==> config.mk <==
export PLATFORM = sky130hd
export DESIGN_NAME = sregister_uni
export DESIGN_NICKNAME = d
export VERILOG_FILES = /design/src/rtl/sregister_uni.sv
export SDC_FILE = /design/constraint.sdc
export NUM_CORES = 1
export LEC_CHECK = 0
export BUFFER_PORTS_ARGS = -buffer_cell sky130_fd_sc_hd__buf_2
export CAP_MARGIN = 20
export CORE_ASPECT_RATIO = 0.6
export CORE_MARGIN = 3
export CORE_UTILIZATION = 25
export CTS_CLUSTER_SIZE = 30
export DETAILED_ROUTE_END_ITERATION = 6
export PLACE_DENSITY_LB_ADDON = 0.05
export RECOVER_POWER = 50
export SYNTH_ARGS = -nofsm -noshare
export SYNTH_HDL_FRONTEND = slang
export SYNTH_SLANG_ARGS = --single-unit
export TNS_END_PERCENT = 20
==> constraint.sdc <==
create_clock -name clk -period 1.4 [get_ports clk]
set_input_delay 0.28 -clock clk [delete_from_list [all_inputs] [get_ports clk]]
set_output_delay 0.28 -clock clk [all_outputs]
set_load 0.1 [all_outputs]
==> src/rtl/sregister_uni.sv <==
// Parametrised universal shift register: parallel load, left/right shift with
// enable, shift counter with frame-done pulse. Optional rotate via SREG_ROTATE_EN.
module sregister_uni #(
  parameter int           N         = 8,
  parameter logic [N-1:0] RESET_VAL = '0,
  parameter int           CW        = $clog2(N)
) (
  input  logic          clk,
  input  logic          reset,
  input  logic          load,
  input  logic [N-1:0]  d,
  input  logic          en,
  input  logic          dir,
  input  logic          sin,
  input  logic          rot,
  output logic [N-1:0]  q,
  output logic          sout,
  output logic [CW-1:0] cnt,
  output logic          done
);

  localparam logic [CW-1:0] LAST = CW'(N - 1);

  logic in_bit;

  // sout is always the bit the next shift will push out.
  assign sout = dir ? q[0] : q[N-1];

`ifdef SREG_ROTATE_EN
  assign in_bit = rot ? sout : sin;
`else
  logic unused_rot;
  assign unused_rot = rot;
  assign in_bit     = sin;
`endif

  always_ff @(posedge clk or posedge reset) begin
    if (reset) begin
      q    <= RESET_VAL;
      cnt  <= '0;
      done <= 1'b0;
    end else if (load) begin
      q    <= d;
      cnt  <= '0;
      done <= 1'b0;
    end else if (en) begin
      q <= dir ? {in_bit, q[N-1:1]} : {q[N-2:0], in_bit};
      // Frame ends on the Nth shift; counter restarts with no idle cycle.
      if (cnt == LAST) begin
        cnt  <= '0;
        done <= 1'b1;
      end else begin
        cnt  <= cnt + 1'b1;
        done <= 1'b0;
      end
    end else begin
      done <= 1'b0;
    end
  end

endmodule

==> results_dict.tcl <==
set metrics [dict create \
    ys_seq_elements 12 \
    tightest_slew_ns 0.513 \
    avgSynthCellArea_um2 10.8 \
    place.port_buffers 26 \
    ant_nets 0 \
    slew_violations 0 \
    hold_viol_final 0 \
    wire_per_inst_um 15.4 \
    final_common_cell "buf_2" \
    fin_crit_sh_pct 101 \
    worst-setup-path-type "flop to flop" \
    numCtsBuffers 3 \
    final-seq-area_um2 313 \
    synth.lib_cells_used.distinct 15 \
    end_kind "flop" \
    slew_headroom_pct 65.8 \
    regToRegSetupSlack_ns -0.01 \
    synth_xor_area_share_pct 0 \
    area_growth_pct 64.6 \
    cts_tree "done" \
    fp-row-count 13 \
    crit_required_ns 1.56 \
    hp-class "input port to async pin" \
    synthCells 63 \
    synth_area_um2 678 \
    place_area_mm2 0.00104 \
    io_pins 28 \
    yosysSeqAreaShare_pct 44.3 \
    synthSimpleGateAreaFrac_pct 20.1 \
    start_util_pct 28.8 \
    via_per_inst 4.81 \
    syn-num-nets 80 \
    cts_root_buffer "clkbuf_8" \
    placedCellCount 119 \
    p_leak_nw 0.512 \
    pwr_density_cell_mw_per_mm2 1160 \
    grt_max_degree 15 \
    clock-skew-final_ns 0.00271 \
    outcome "finished with violations" \
    fill_cells 229 \
    cap_violations 0 \
    clock_latency_ns 0.24 \
    post-route-min-period_ns 1.41 \
    nNetsFinal 113 \
    ctsHoldBuffers 0 \
    critPathArrivalTime_ns 1.58 \
    violations "setup timing" \
    clkTransAtPathRegs_ns 0.06 \
    drc_errors 0 \
    synth_top_family_by_area "simple AND/OR/NAND/NOR gates" \
    post-dp-hpwl_um 1430 \
    yosys_warnings 0 \
    drive_gt1_share_pct 51.1 \
    grt_pass1_vias 615 \
    antenna_found_initial 0 \
    layout_common_cells "15 x buf_2, 11 x buf_12, 10 x mux2i_1" \
    finalWirelength_um 1910 \
    rsz0062_at_grt "true" \
    fin_area_mm2 0.00112 \
    power_mw 1.30 \
    instances_no_fill 124 \
    clock_sinks 12 \
    cts.htree.levels 1 \
    gp_congestion 0.687 \
    die_x_um 73.2 \
    grt.overflow.total 0 \
    ff2ff_path_depth 4 \
    dieArea_mm2 0.00339 \
    antennaDiodeCount 0 \
    drt_pass1_iterations 4 \
    timing.fmax_mhz 707 \
    core_area_mm2 0.00236 \
    crit_fanout 2 \
    drt_iter0_drc 23 \
    num_vias 596 \
    fin_ws_ns -0.0141 \
    setup_violations 1 \
    synth-compound-area-share_pct 9.59 \
    clockBufferDepth 2 \
    synth-adder-area-share_pct 3.69 \
    grt_first_pass_wirelength_um 3220 \
    multi_input_area_um2 373 \
    die_h_um 46.3 \
    ir_drop_mv 0.397 \
    synthMuxAreaShare_pct 16.4 \
    cp-start-kind "flop" \
    grt_usage_pct 13.3 \
]
## report_power, final
group / internal, mW / switching (mW)
Combinational: 0.210 / 0.341
Sequential: 0.381 / 0.0419
Clock: 0.190 / 0.134
Total: 0.781 / 0.517
## through the flow
stage               setup TNS [ns]  hold WS, ns  utilization, %  worst slack, ns
detailed placement         -0.0114        0.340            44.0          -0.0114
CTS                        -0.0153       0.0822            46.5          -0.0153
floorplan                   -0.767        0.144               -           -0.151
global route               -0.0498       0.0993            47.3          -0.0498
finish                     -0.0141       0.0577            47.3          -0.0141
global placement                 0        0.328            44.0           0.0103
## worst paths after layout
| kind | startpoint | end |
|---|---|---|
| hold reg to reg | cnt[2] | cnt[2] |
| hold / removal | reset | q[1] |
| min in group clk | d[7] | q[7] |
| setup reg to reg | cnt[1] | cnt[0] |
| setup / recovery | cnt[1] | cnt[0] |
| max in group asynchronous | reset | cnt[0] |
## worst max-delay path, cell delays in order (launching register included)
cell     delay (ns)
dfrtp_4        0.49
ha_4           0.17
ha_4           0.15
or3b_4         0.38
a21oi_2        0.15
## cell usage after synthesis, drive strengths merged
library cell,number,area share [%]
dfrtp,12,44
mux2i,10,15
nand2,9,5.0
or3b,9,12
o211ai,8,8.9
buf,4,4.8
nor2,3,1.7
ha,2,3.7
nand2b,2,1.8
a21oi,1,0.74
clkbuf,1,0.55
inv,1,0.55
mux2,1,1.7
## per-layer routing
metal | GRT usage (%) | vias up | part of all wire (%) | wire [um]
met4 | 4.41 | 0 | 0.89 | 17
met1 | 18.9 | 287 | 52 | 988
li1 | - | 286 | - | -
met2 | 18.1 | 21 | 39 | 746
met5 | 0 | - | 0 | 0
met3 | 5.23 | 2 | 8.3 | 159
## sequential cells by signal, summed over array words and instances (netlist names)
register  flops
cnt           3
done          1
q             8
## layout make-up
| cell class | instances | area share [%] |
|---|---|---|
| multi-input combinational | 45 | 33.4 |
| timing repair buffer | 33 | 31.2 |
| sequential | 12 | 28.0 |
| clock buffer | 3 | 3.70 |
| tap | 30 | 3.36 |
| inverter | 1 | 0.336 |
## timing repair
action | in CTS | in global routing
hold endpoints to repair | 0 | 0
setup buffers | 2 | 0
resized for setup | 1 | 4
setup endpoints to repair | 2 | 2
pin swaps | 0 | 3
## logic make-up (layout without fill, tap and decap cells)
kind of cell | Yosys count | count (layout)
fa+ha+maj | 2 | 2
simple gates | 23 | 23
flops | 12 | 12
mux | 11 | 11
buf+inv | 6 | 37
compound gates | 9 | 9
No activity file was read; power rests on OpenSTA's default activity.
